### config.mk
export PLATFORM = sky130hd
export DESIGN_NAME = vga_timing_gen
export DESIGN_NICKNAME = d
export VERILOG_FILES = /design/src/rtl/vga_timing_pkg.sv /design/src/rtl/vga_timing_gen_pixel_en_div.sv /design/src/rtl/vga_timing_gen.sv
export SDC_FILE = /design/constraint.sdc
export NUM_CORES = 1
export LEC_CHECK = 0
export BUFFER_PORTS_ARGS = -buffer_cell sky130_fd_sc_hd__buf_2
export CORE_UTILIZATION = 53
export CTS_BUF_LIST = sky130_fd_sc_hd__clkbuf_4
export DETAILED_ROUTE_END_ITERATION = 8
export GPL_TIMING_DRIVEN = 0
export PLACE_DENSITY = 0.78
export SETUP_SLACK_MARGIN = 0.02
export SLEW_MARGIN = 15
export SYNTH_ARGS = -nofsm -noshare
export SYNTH_HDL_FRONTEND = slang
export SYNTH_SLANG_ARGS = --single-unit
### constraint.sdc
create_clock -name clk -period 2 [get_ports clk]
set_input_delay 0.3 -clock clk [delete_from_list [all_inputs] [get_ports clk]]
set_output_delay 0.3 -clock clk [all_outputs]
set_load 0.03 [all_outputs]
### src/rtl/vga_timing_pkg.sv
// Shared VGA 640x480@60 raster constants, colours and screen regions.
// Used by the timing generator and the pixel painter.
package vga_timing_pkg;

    localparam int CLK_DIV = 4;

    localparam logic [9:0] H_TOTAL     = 10'd800;
    localparam logic [9:0] H_SYNC      = 10'd96;
    localparam logic [9:0] H_VIS_START = 10'd144;
    localparam logic [9:0] H_VIS_END   = 10'd783;

    localparam logic [9:0] V_TOTAL     = 10'd525;
    localparam logic [9:0] V_SYNC      = 10'd2;
    localparam logic [9:0] V_VIS_START = 10'd35;
    localparam logic [9:0] V_VIS_END   = 10'd514;

    localparam logic [11:0] BLACK = 12'h000;
    localparam logic [11:0] WHITE = 12'hFFF;
    localparam logic [11:0] RED   = 12'hF00;
    localparam logic [11:0] GREEN = 12'h0F0;
    localparam logic [11:0] BLUE  = 12'h00F;

    localparam logic [9:0] GROUND_ROW  = 10'd475;
    localparam logic [9:0] EDGE_MARGIN = 10'd8;

    function automatic logic in_span(
        input logic [9:0] x,
        input logic [9:0] lo,
        input logic [9:0] hi
    );
        return (x >= lo) && (x <= hi);
    endfunction

endpackage

### src/rtl/vga_timing_gen_pixel_en_div.sv
// Clock-enable divider: one-clk strobe every DIV cycles of clk.
// The strobe decodes the registered count, so it is low in reset.
module pixel_en_div #(
    parameter int DIV = 4
) (
    input  logic clk,
    input  logic reset,
    output logic pix_en
);

    localparam int W = (DIV > 1) ? $clog2(DIV) : 1;
    localparam logic [W-1:0] LAST = W'(DIV - 1);

    logic [W-1:0] r_div;

    always_ff @(posedge clk) begin
        if (reset) begin
            r_div <= '0;
        end else if (r_div == LAST) begin
            r_div <= '0;
        end else begin
            r_div <= r_div + W'(1);
        end
    end

    assign pix_en = (r_div == LAST);

endmodule

### src/rtl/vga_timing_gen.sv
// Raster counters, syncs, bright and frame tick for the VGA output.
// Flags are registered from next-state counts, so they never skew.
import vga_timing_pkg::*;

module vga_timing_gen #(
    parameter int         CLK_DIV     = vga_timing_pkg::CLK_DIV,
    parameter logic [9:0] H_TOTAL     = vga_timing_pkg::H_TOTAL,
    parameter logic [9:0] H_SYNC      = vga_timing_pkg::H_SYNC,
    parameter logic [9:0] H_VIS_START = vga_timing_pkg::H_VIS_START,
    parameter logic [9:0] H_VIS_END   = vga_timing_pkg::H_VIS_END,
    parameter logic [9:0] V_TOTAL     = vga_timing_pkg::V_TOTAL,
    parameter logic [9:0] V_SYNC      = vga_timing_pkg::V_SYNC,
    parameter logic [9:0] V_VIS_START = vga_timing_pkg::V_VIS_START,
    parameter logic [9:0] V_VIS_END   = vga_timing_pkg::V_VIS_END
) (
    input  logic       clk,
    input  logic       reset,
    output logic       pix_en,
    output logic [9:0] hCount,
    output logic [9:0] vCount,
    output logic       bright,
    output logic       hSync,
    output logic       vSync,
    output logic       frame_tick
);

    logic       w_pix_en;
    logic       w_h_wrap;
    logic       w_frame_wrap;
    logic [9:0] w_h_next;
    logic [9:0] w_v_next;

    logic [9:0] r_h;
    logic [9:0] r_v;
    logic       r_hs;
    logic       r_vs;
    logic       r_br;
    logic       r_ft;

    pixel_en_div #(
        .DIV    (CLK_DIV)
    ) u_div (
        .clk    (clk),
        .reset  (reset),
        .pix_en (w_pix_en)
    );

    // Out-of-range counts fall back to 0 on the next pixel.
    always_comb begin
        w_h_wrap     = (r_h >= H_TOTAL - 10'd1);
        w_h_next     = w_h_wrap ? 10'd0 : r_h + 10'd1;
        w_v_next     = (r_v >= V_TOTAL) ? 10'd0 : r_v;
        w_frame_wrap = 1'b0;
        if (w_h_wrap) begin
            w_frame_wrap = (r_v >= V_TOTAL - 10'd1);
            w_v_next     = w_frame_wrap ? 10'd0 : r_v + 10'd1;
        end
    end

    always_ff @(posedge clk) begin
        if (reset) begin
            r_h  <= '0;
            r_v  <= '0;
            r_hs <= 1'b0;
            r_vs <= 1'b0;
            r_br <= 1'b0;
            r_ft <= 1'b0;
        end else begin
            r_ft <= 1'b0;
            if (w_pix_en) begin
                r_h  <= w_h_next;
                r_v  <= w_v_next;
                r_hs <= (w_h_next >= H_SYNC);
                r_vs <= (w_v_next >= V_SYNC);
                r_br <= in_span(w_h_next, H_VIS_START, H_VIS_END)
                     && in_span(w_v_next, V_VIS_START, V_VIS_END);
                r_ft <= w_frame_wrap;
            end
        end
    end

    assign pix_en     = w_pix_en;
    assign hCount     = r_h;
    assign vCount     = r_v;
    assign hSync      = r_hs;
    assign vSync      = r_vs;
    assign bright     = r_br;
    assign frame_tick = r_ft;

endmodule

==> summary.log, run 1 <==
[outcome] status complete, but fails checks
[outcome] failing checks negative setup slack
[sta] Final Hold Vio Count 0
[synth] Distinct cells, synth 58
[setup_path] top fanout value on the critical path 6
[synth] top cell type by total area after synthesis sky130_fd_sc_hd__dfxtp_1
[power] Net Sw Power 295 µW
[clocking] number of CTS-inserted buffers 3
[synth] most frequently used cell type in the post-synthesis netlist sky130_fd_sc_hd__nor2_1
[setup_path] endpoint of the worst register-to-register path bright
[sta] shortest clock period the worst path allows after layout 2280 ps
[floorplanning] floorplan core area 3080 µm²
[synth] sequential element share of the synthesized area 29.9%
[power] share of power burned in registers 50.7%
[routing] count of nets left with antenna violations after detail routing 0
[routing] per-cell via count in the routed design 6.11
[setup_path] class of the most critical setup path flop to flop
[floorplanning] Die Width 59.3 µm
[layout] number of nets at the end of the flow 278
[global_route] global route overflow 0
[clocking] Sinks on Clock Net 26
[synth] Synth Net Count 233
[global_route] overall routing resource usage 29.2%
[placement] number of input and output port buffers inserted 25
[power] total power 1.08 mW
[power] PwrDens 472 nW/µm²
[power] logic gate share of total power 14.0%
[routing] Detailed Routing Iterations Pass 1 4
[setup_path] type of element launching the critical path flop
[synth] number of storage elements in the synthesis netlist 26
[setup_path] Critical Path Source hCount[1]
[sta] slew at the pin closest to its max-slew limit 666 ps
[layout] final non-filler cell total 313
[sta] Worst slew margin 55.6%
[setup_path] arrival time at the worst endpoint 2510 ps
[sta] smallest hold slack 345 ps
[placement] Detailed Place HPWL 3.09 mm
[sta] Max Clock Skew 7.60 ps
[sta] pins over their slew limit 0
[global_route] pin count of the biggest net entering global routing 16
[sta] timing-limited maximum frequency 0.439 GHz
[routing] residual DRC count 0
[setup_path] FF-to-FF Start hCount[1]
[global_route] global-route wire length before repair 7.87 mm
[synth] Main synth FF type sky130_fd_sc_hd__dfxtp_1
[synth] most area-consuming cells after synthesis sky130_fd_sc_hd__dfxtp_1 30%, sky130_fd_sc_hd__nor2_1 6.3%, sky130_fd_sc_hd__a21oi_1 5.5%
[synth] Mapped Cells 225
[setup_path] FF-to-FF path depth 9
[clocking] insertion delay to the later sink of the worst-skew pair 340 ps
[clocking] Post-CTS Hold Fix Bufs 0
[synth] asr flop ratio synth 0%
[setup_path] worst reg-to-reg setup slack -280 ps
[power] Max IR drop VDD 0.368 mV
[flow_run] max capacitance violation total 0
[layout] final instance area 2290 µm²
[routing] via count 1911
[global_route] number of global-route vias before repair 1681
[routing] number of DRC markers after the initial detailed-route iteration 150
[layout] fraction of final layout cells with drive strength greater than 1 37.9%
[setup_path] required time of the worst setup path 2230 ps
[global_route] antenna violations before repair 0
[power] Internal Dissipation 784 µW
[clocking] level count of the clock H-tree 1
[power] standby leakage power 0.865 nW
[floorplanning] site row count 20
[synth] Post-synth EDFFs 0
[sta] Period Utilization, post-route 114%
[setup_path] Worst setup EP type flop
[synth] top cells by count, synth 29 x sky130_fd_sc_hd__nor2_1, 26 x sky130_fd_sc_hd__dfxtp_1, 23 x sky130_fd_sc_hd__nand2_1
[synth] Yosys top cell area share 29.9%
[clocking] cell at the root of the clock tree sky130_fd_sc_hd__clkbuf_4
[clocking] TritonCTS clock tree yes
[floorplanning] effective utilization at floorplan 56.5%
[synth] number of synthesis warnings 0
[floorplanning] die span in y 59.3 µm
[clocking] clock transition time at the flip-flop clock pins of the worst setup and hold paths 160 ps
[layout] Inserted Diodes 0
[clocking] worst-case clock buffer depth 2
[sta] final number of setup-violating endpoints 4
[routing] routed wire length per instance 15.6 µm
[synth] average cell area after synthesis 7.74 µm²
[placement] post-placement worst setup slack -452 ps
[placement] post-placement cell count 294
[min_path] HP Class input pin to flop
[layout] Area Overhead vs Synth 31.5%
[placement] instance area at placement 1960 µm²
[power] switch share 27.3%
[power] relative contribution of the clock network to total power 35.3%
[floorplanning] number of top-level pins 27
[synth] Post-Synthesis Cell Area 1740 µm²
[sta] setup repair after global routing missed its margin true
[min_path] Worst Hold Launch reset
[floorplanning] Die Outline Area 3520 µm²
[sta] worst-case setup margin in the final layout -276 ps
[setup_path] worst setup path endpoint bright
[min_path] Worst Hold Path Cells 2
[routing] final WL 4.89 mm
[placement] RePlAce Congestion 0.829
[metal layers]
layer / global-route usage [%] / part of all wire [%]
met2: 43.7 / 45
met3: 3.49 / 7.5
met4: 12.9 / 2.1
met1: 41.7 / 46
met5: 0 / 0
[through the flow]
stage | util (%) | setup TNS [ps]
after floorplan | - | -396
after global placement | 63.7 | -1430
after detailed placement | 63.7 | -2080
after CTS | 71.0 | -707
after global routing | 74.3 | -1010
final | 74.3 | -656
[state kept, by name, summed over array words and instances (netlist names)]
register and flops:
frame_tick 1, vSync 1, hSync 1, u_div.r_div 2, vCount 10, bright 1
hCount 10
[critical path, cell delays in order (launching register included)]
cell	delay [ps]
sky130_fd_sc_hd__dfxtp_4	390
sky130_fd_sc_hd__ha_4	160
sky130_fd_sc_hd__and4_4	210
sky130_fd_sc_hd__o41a_1	350
sky130_fd_sc_hd__buf_4	160
sky130_fd_sc_hd__a21oi_4	180
sky130_fd_sc_hd__a221o_1	220
sky130_fd_sc_hd__and3b_2	230
sky130_fd_sc_hd__a41oi_2	200
sky130_fd_sc_hd__o211ai_2	80
[cell type report]
cell class / instances / area (µm²)
Timing Repair Buffer: 40 / 238
Tap cell: 44 / 55.1
Clock buffer: 3 / 22.5
Buffer: 13 / 70.1
Clock inverter: 1 / 30.0
Multi-Input combinational cell: 179 / 1300
Inverter: 7 / 30.0
Fill cell: 241 / 790
Sequential cell: 26 / 543
[cell families (layout without fill, tap and decap cells)]
logic type,Yosys count,count (layout),share of synthesized area [%]
AOI/OAI and AO/OA,64,64,27.0
xor gates and xnor gates,1,1,0.503
adders and majority gates,6,6,4.31
buffers and inverters,20,64,5.03
DFF,26,26,29.9
muxes,3,3,1.73
and+or+nand+nor,105,105,31.6
[cell usage in the layout (no fill, tap or decap), drive strengths merged, types with 4 or more instances in the layout]
master,Yosys,final
nor4,4,4
nor2,30,30
buf,7,47
nand2b,5,5
clkbuf,6,9
o21ai,12,12
nand2,23,23
nand3,8,8
ha,6,6
a21oi,20,20
inv,6,6
nor3,13,13
dfxtp,26,26
and2,5,5
a211oi,6,6
[how the worst min path moves through the flow]
stage,end
after floorplan,u_div.r_div[0]
after global placement,u_div.r_div[0]
after detailed placement,u_div.r_div[0]
after CTS,vSync
after global routing,vSync
final,vSync
[power by group through the flow]
stage | Clock, mW | Combinational [mW] | Sequential, mW
5_1_grt | 0.403 | 0.165 | 0.550
6_report | 0.381 | 0.151 | 0.547
2_1_floorplan | 0 | 0.0767 | 0.578
3_5_place_dp | 0 | 0.128 | 0.561
3_3_place_gp | 0 | 0.125 | 0.560
4_1_cts | 0.383 | 0.141 | 0.548
[what timing repair did]
item                                    in CTS  in global routing
gates cloned                                 0                  0
resized for setup                           18                 30
setup buffers                               13                  2
endpoints found under the setup margin      17                 19
pin swaps                                    7                  6
Note: power is estimated with default switching activity, not from simulation.
==> run 2, diff against run 1 <==
--- a/config.mk
+++ b/config.mk
@@ -11,6 +11,7 @@
 export DETAILED_ROUTE_END_ITERATION = 8
 export GPL_TIMING_DRIVEN = 0
 export PLACE_DENSITY = 0.78
+export REMOVE_ABC_BUFFERS = 1
 export SETUP_SLACK_MARGIN = 0.02
 export SLEW_MARGIN = 15
 export SYNTH_ARGS = -nofsm -noshare
==> constraint.sdc (replaced) <==
create_clock -name clk -period 2 [get_ports clk]
set_input_delay 0.3 -clock clk [delete_from_list [all_inputs] [get_ports clk]]
set_output_delay 0.3 -clock clk [all_outputs]
set_load 0.01 [all_outputs]
==> summary.log, run 2 (synthesis gave the netlist of run 1 again) <==
[placement] Detailed Place HPWL 2.67 mm [was 3.09 mm]
[layout] most frequent cells in the layout 29 x sky130_fd_sc_hd__nor2_1, 26 x sky130_fd_sc_hd__buf_2, 22 x sky130_fd_sc_hd__nand2_1, 19 x sky130_fd_sc_hd__dfxtp_1, 19 x sky130_fd_sc_hd__buf_4 [was 28 x sky130_fd_sc_hd__buf_2, 28 x sky130_fd_sc_hd__nor2_1, 22 x sky130_fd_sc_hd__nand2_1, 18 x sky130_fd_sc_hd__a21oi_1, 17 x sky130_fd_sc_hd__buf_4]
[clocking] level count of the clock H-tree 1 [unchanged]
[min_path] Worst Hold Launch reset [unchanged]
[floorplanning] effective utilization at floorplan 56.5% [unchanged]
[power] Max IR drop VDD 0.432 mV [was 0.368 mV]
[global_route] overall routing resource usage 27.7% [was 29.2%]
[routing] via count 1897 [was 1911]
[placement] RePlAce Congestion 0.843 [was 0.829]
[routing] per-cell via count in the routed design 6.14 [was 6.11]
[flow_run] max capacitance violation total 0 [unchanged]
[floorplanning] Die Outline Area 3520 µm² [unchanged]
[layout] filler instances 238 [was 241]
[outcome] failing checks negative setup slack [unchanged]
[clocking] clock transition time at the flip-flop clock pins of the worst setup and hold paths 150 ps [was 160 ps]
[floorplanning] site row count 20 [unchanged]
[layout] Area Overhead vs Synth 32.5% [was 31.5%]
[outcome] status complete, but fails checks [unchanged]
[sta] shortest clock period the worst path allows after layout 2280 ps [about the same]
[setup_path] FF-to-FF Start hCount[1] [unchanged]
[layout] most frequent standard cell in the layout excluding fill and tap cells sky130_fd_sc_hd__nor2_1
[layout] fraction of final layout cells with drive strength greater than 1 35.5% [was 37.9%]
[clocking] Sinks on Clock Net 26 [unchanged]
[setup_path] arrival time at the worst endpoint 2520 ps [was 2510 ps]
[sta] smallest hold slack 381 ps [was 345 ps]
[setup_path] Worst setup EP type flop [unchanged]
[sta] Period Utilization, post-route 114% [about the same]
[setup_path] endpoint of the worst register-to-register path bright [unchanged]
[sta] setup repair after global routing missed its margin true [unchanged]
[global_route] number of global-route vias before repair 1648 [was 1681]
[layout] final non-filler cell total 309 [was 313]
[power] standby leakage power 0.859 nW [was 0.865 nW]
[min_path] HP Class input pin to flop [unchanged]
[clocking] cell at the root of the clock tree sky130_fd_sc_hd__clkbuf_4 [unchanged]
[floorplanning] Die Width 59.3 µm [unchanged]
[clocking] insertion delay to the later sink of the worst-skew pair 340 ps [about the same]
[sta] slew at the pin closest to its max-slew limit 478 ps [was 666 ps]
[placement] number of input and output port buffers inserted 26 [was 25]
[layout] Inserted Diodes 0 [unchanged]
[sta] timing-limited maximum frequency 0.439 GHz [about the same]
[global_route] pin count of the biggest net entering global routing 28 [was 16]
[power] PwrDens 460 nW/µm² [was 472 nW/µm²]
[routing] residual DRC count 0 [unchanged]
[routing] routed wire length per instance 16.1 µm [was 15.6 µm]
[setup_path] top fanout value on the critical path 7 [was 6]
[floorplanning] floorplan core area 3080 µm² [unchanged]
[sta] final number of setup-violating endpoints 4 [unchanged]
[setup_path] type of element launching the critical path flop [unchanged]
[setup_path] required time of the worst setup path 2250 ps [was 2230 ps]
[floorplanning] number of top-level pins 27 [unchanged]
[sta] Worst slew margin 67.8% [was 55.6%]
[sta] pins over their slew limit 0 [unchanged]
[routing] number of DRC markers after the initial detailed-route iteration 199 [was 150]
[min_path] Worst Hold Path Cells 2 [unchanged]
[placement] post-placement worst setup slack -877 ps [was -452 ps]
[global_route] global route overflow 0 [unchanged]
[global_route] antenna violations before repair 0 [unchanged]
[setup_path] worst reg-to-reg setup slack -280 ps [about the same]
[sta] Max Clock Skew 1.99 ps [was 7.60 ps]
[setup_path] class of the most critical setup path flop to flop [unchanged]
[placement] post-placement cell count 282 [was 294]
[setup_path] FF-to-FF path depth 8 [was 9]
[routing] count of nets left with antenna violations after detail routing 0 [unchanged]
[clocking] number of CTS-inserted buffers 3 [unchanged]
[global_route] global-route wire length before repair 7.47 mm [was 7.87 mm]
[clocking] worst-case clock buffer depth 2 [unchanged]
[sta] worst-case setup margin in the final layout -278 ps [was -276 ps]
[sta] Final Hold Vio Count 0 [unchanged]
[routing] final WL 4.96 mm [was 4.89 mm]
[clocking] TritonCTS clock tree yes [unchanged]
[min_path] end point of the worst hold path vCount[2] [was vSync]
[layout] number of nets at the end of the flow 274 [was 278]
[floorplanning] die span in y 59.3 µm [unchanged]
[routing] Detailed Routing Iterations Pass 1 4 [unchanged]
run 2: cell count changes in the layout (fill, tap and decap cells not counted), moves of 3 or more:
cell	change
sky130_fd_sc_hd__clkbuf_1	-4
sky130_fd_sc_hd__dfxtp_1	+3
sky130_fd_sc_hd__dfxtp_2	-3
sky130_fd_sc_hd__o21ai_0	+3
sky130_fd_sc_hd__o21ai_1	-3
run 2: worst max-delay path by stage:
stage               cells past startpoint           start  slack (ps)      to
detailed placement                      6  u_div.r_div[0]        -880   vSync
CTS                                     9       hCount[1]        -290   vSync
global route                           10       vCount[1]        -310   vSync
floorplan                               8       hCount[0]        -460   vSync
finish                                  8       hCount[1]        -280  bright
global placement                        6  u_div.r_div[0]        -860   vSync
run 2: final cells by class:
| type | count | area [µm²] | share of cell area [%] |
|---|---|---|---|
| Multi-Input combinational cell | 179 | 1300 | 56.4 |
| Sequential cell | 26 | 539 | 23.4 |
| Timing Repair Buffer | 49 | 327 | 14.2 |
| Tap cell | 44 | 55.1 | 2.39 |
| Inverter | 7 | 32.5 | 1.41 |
| Clock inverter | 1 | 30.0 | 1.30 |
| Clock buffer | 3 | 22.5 | 0.977 |
run 2: repair_timing:
item | 4_1_cts | 5_1_grt
buffers inserted | 16 | 7
hold endpoints to repair | 0 | 0
pin swaps | 10 | 12
hold buffers | 0 | 0
setup endpoints to repair | 24 | 18
resized for setup | 27 | 22
gates cloned | 0 | 0
run 2: power breakdown:
group	leakage, nW	total [mW]	internal [mW]	switching, mW
logic	0.616	0.127	0.0499	0.0769
clock network	0.0279	0.382	0.203	0.179
registers	0.215	0.551	0.531	0.0206
run 2: routing by layer:
metal  wire length (µm)  global-route usage, %  share of wire (%)  up-vias
li1                   -                      -                  -      906
met1               2110                   33.6                 43      916
met2               2440                   49.4                 49       57
met3                214                   5.46                4.3       18
met4                195                   7.48                3.9        0
met5                  0                      0                  0        -
run 2: critical path, stage by stage, from the launching register on:
cell and delay (ps):
sky130_fd_sc_hd__dfxtp_4 380, sky130_fd_sc_hd__ha_4 150, sky130_fd_sc_hd__and4_4 210, sky130_fd_sc_hd__o41a_4 400
sky130_fd_sc_hd__a21oi_4 250, sky130_fd_sc_hd__a221o_1 250, sky130_fd_sc_hd__and3b_2 240, sky130_fd_sc_hd__a41oi_2 200
sky130_fd_sc_hd__o211ai_2 90
run 2: per-stage QoR:
step	area (µm²)	util (%)	power [mW]	setup TNS (ps)
6_report	2310	74.9	1.06	-758
3_5_place_dp	1860	60.6	0.665	-7190
5_1_grt	2310	74.9	1.10	-1260
3_3_place_gp	1860	60.6	0.662	-6970
4_1_cts	2150	69.8	1.05	-664
2_1_floorplan	1680	-	0.628	-1380
==> run 3, diff against run 2 <==
--- a/config.mk
+++ b/config.mk
@@ -6,11 +6,12 @@
 export NUM_CORES = 1
 export LEC_CHECK = 0
 export BUFFER_PORTS_ARGS = -buffer_cell sky130_fd_sc_hd__buf_2
-export CORE_UTILIZATION = 53
+export CORE_ASPECT_RATIO = 0.6
+export CORE_UTILIZATION = 45
 export CTS_BUF_LIST = sky130_fd_sc_hd__clkbuf_4
 export DETAILED_ROUTE_END_ITERATION = 8
 export GPL_TIMING_DRIVEN = 0
-export PLACE_DENSITY = 0.78
+export PLACE_DENSITY = 0.68
 export REMOVE_ABC_BUFFERS = 1
 export SETUP_SLACK_MARGIN = 0.02
 export SLEW_MARGIN = 15
==> summary.log, run 3 (synthesis gave the netlist of run 1 again) <==
[layout] Area Overhead vs Synth 30.3% [was 32.5%]
[routing] via count 1845 [was 1897]
[placement] instance area at placement 1870 µm² [was 1860 µm²]
[outcome] failing checks negative setup slack [unchanged]
[power] PwrDens 405 nW/µm² [was 460 nW/µm²]
[global_route] met2 capacity usage during global routing 33.9% [was 49.4%]
[min_path] HP Class input pin to flop [unchanged]
[layout] number of nets at the end of the flow 271 [was 274]
[setup_path] required time of the worst setup path 2230 ps [was 2250 ps]
[sta] worst-case setup margin in the final layout -290 ps [was -278 ps]
[layout] most frequent standard cell in the layout excluding fill and tap cells sky130_fd_sc_hd__nor2_1 [unchanged]
[power] relative contribution of the clock network to total power 25.9% [was 36.1%]
[floorplanning] die span in y 50.2 µm [was 59.3 µm]
[placement] number of input and output port buffers inserted 26 [unchanged]
[clocking] level count of the clock H-tree 1 [unchanged]
[sta] shortest clock period the worst path allows after layout 2290 ps [was 2280 ps]
[clocking] clock transition time at the flip-flop clock pins of the worst setup and hold paths 140 ps [was 150 ps]
[clocking] worst-case clock buffer depth 2 [unchanged]
[routing] number of DRC markers after the initial detailed-route iteration 157 [was 199]
[setup_path] top fanout value on the critical path 6 [was 7]
[layout] FF+latch area 539 µm² [unchanged]
[setup_path] Worst setup EP type flop [unchanged]
[power] total power 917 µW [was 1.06 mW]
[clocking] insertion delay to the later sink of the worst-skew pair 330 ps [was 340 ps]
[routing] residual DRC count 0 [unchanged]
[floorplanning] Die Outline Area 4130 µm² [was 3520 µm²]
[layout] most frequent cells in the layout 29 x sky130_fd_sc_hd__nor2_1, 26 x sky130_fd_sc_hd__buf_2, 22 x sky130_fd_sc_hd__nand2_1, 19 x sky130_fd_sc_hd__dfxtp_1, 18 x sky130_fd_sc_hd__a21oi_1 [was 29 x sky130_fd_sc_hd__nor2_1, 26 x sky130_fd_sc_hd__buf_2, 22 x sky130_fd_sc_hd__nand2_1, 19 x sky130_fd_sc_hd__dfxtp_1, 19 x sky130_fd_sc_hd__buf_4]
[placement] RePlAce Congestion 0.921 [was 0.843]
[floorplanning] floorplan core area 3680 µm² [was 3080 µm²]
[floorplanning] number of top-level pins 27 [unchanged]
[sta] slew at the pin closest to its max-slew limit 492 ps [was 478 ps]
[layout] filler instances 319 [was 238]
[global_route] global route overflow 0 [unchanged]
[sta] pins over their slew limit 0 [unchanged]
[sta] timing-limited maximum frequency 0.437 GHz [was 0.439 GHz]
[sta] Worst slew margin 67.2% [was 67.8%]
[floorplanning] effective utilization at floorplan 47.3% [was 56.5%]
[power] logic gate share of total power 14.0% [was 12.0%]
[routing] routed wire length per instance 15.8 µm [was 16.1 µm]
[placement] Detailed Place HPWL 3.03 mm [was 2.67 mm]
[global_route] number of global-route vias before repair 1594 [was 1648]
[sta] Max Clock Skew 2.70 ps [was 1.99 ps]
[layout] Inserted Diodes 0 [unchanged]
[power] Max IR drop VDD 0.239 mV [was 0.432 mV]
[clocking] Sinks on Clock Net 26 [unchanged]
[clocking] TritonCTS clock tree yes [unchanged]
[global_route] met3 usage 6.18% [was 5.46%]
[power] standby leakage power 0.839 nW [was 0.859 nW]
[flow_run] max capacitance violation total 0 [unchanged]
[global_route] busiest grt layer met1 [was met2]
[setup_path] type of element launching the critical path flop [unchanged]
[routing] Detailed Routing Iterations Pass 1 4 [unchanged]
[routing] per-cell via count in the routed design 5.97 [was 6.14]
[layout] final standard cell utilization of the core 61.6% [was 74.9%]
[power] Internal Dissipation 654 µW [was 784 µW]
[layout] final instance area 2270 µm² [was 2310 µm²]
[routing] count of nets left with antenna violations after detail routing 0 [unchanged]
[outcome] status complete, but fails checks [unchanged]
[setup_path] class of the most critical setup path flop to flop [unchanged]
[global_route] overall routing resource usage 24.9% [was 27.7%]
[global_route] pin count of the biggest net entering global routing 28 [unchanged]
[sta] final number of setup-violating endpoints 4 [unchanged]
[sta] Final Hold Vio Count 0 [unchanged]
[setup_path] arrival time at the worst endpoint 2520 ps [about the same]
[clocking] number of CTS-inserted buffers 3 [unchanged]
[power] switch share 28.7% [was 26.1%]
[sta] setup repair after global routing missed its margin true [unchanged]
[power] Net Sw Power 263 µW [was 277 µW]
[global_route] antenna violations before repair 0 [unchanged]
[layout] Multi-input gate area 1300 µm² [unchanged]
[power] share of power burned in registers 60.1% [was 52.0%]
[floorplanning] Die Width 82.3 µm [was 59.3 µm]
[routing] final WL 4.87 mm [was 4.96 mm]
[layout] fraction of final layout cells with drive strength greater than 1 36.3% [was 35.5%]
[global_route] global-route wire length before repair 7.84 mm [was 7.47 mm]
[sta] Period Utilization, post-route 115% [was 114%]
[floorplanning] site row count 17 [was 20]
[sta] total negative slack -801 ps [was -758 ps]
[clocking] cell at the root of the clock tree sky130_fd_sc_hd__clkbuf_4 [unchanged]
[global_route] met1 global-route usage 38.4% [was 33.6%]
run 3: changes by cell type in the layout (fill, tap and decap cells not counted), sizes merged:
cell    before  now
buf         49   46
bufinv       1    0
clkinv       1    2
run 3: cell type report:
cell class,instances,area share [%]
inverters,7,1.21
repair buffers,46,13.9
multi-input cells,179,57.3
flip-flops and latches,26,23.8
clock inverters,1,0.166
well taps,47,2.59
clock buffers,3,0.993
run 3: path summary, 6_finish.rpt:
kind | start | endpoint | slack [ps] | cells past startpoint
worst min-delay path | reset | hCount[3] | 400 | 2
worst max register to register | hCount[1] | bright | -290 | 8
worst min register to register | hSync | hSync | 490 | 2
worst max-delay path | hCount[1] | bright | -290 | 8
run 3: timing repair:
item                                    4_1_cts  5_1_grt
endpoints found under the setup margin       24       18
pin swaps                                    13        7
gates cloned                                  0        0
gates resized for setup                      35       17
hold buffers                                  0        0
buffers inserted                             15        5
run 3: worst max-delay path, stage by stage (launching register included):
cell and delay [ps]:
sky130_fd_sc_hd__dfxtp_4 380, sky130_fd_sc_hd__ha_4 160, sky130_fd_sc_hd__and4_4 210, sky130_fd_sc_hd__o41a_4 400, sky130_fd_sc_hd__a21oi_4 240, sky130_fd_sc_hd__a221o_1 250, sky130_fd_sc_hd__and3b_2 250, sky130_fd_sc_hd__a41oi_2 190
sky130_fd_sc_hd__o211ai_2 110
run 3: through the flow:
stage	instances	hold WS (ps)	worst slack [ps]
2_1_floorplan	212	369	-465
3_3_place_gp	285	423	-867
3_5_place_dp	285	421	-884
4_1_cts	304	404	-305
5_1_grt	309	394	-333
6_report	309	401	-290
run 3: power groups by stage:
stage,Clock [mW],Combinational [mW],Sequential [mW]
floorplan,0,0.0655,0.563
global placement,0,0.103,0.561
detailed placement,0,0.105,0.562
CTS,0.243,0.122,0.550
global route,0.267,0.142,0.555
finish,0.238,0.128,0.551
run 3: metal layers:
layer | wire length, µm | vias to the layer above
li1 | - | 898
met1 | 2490 | 866
met2 | 1990 | 75
met3 | 332 | 6
met4 | 60 | 0
met5 | 0 | -
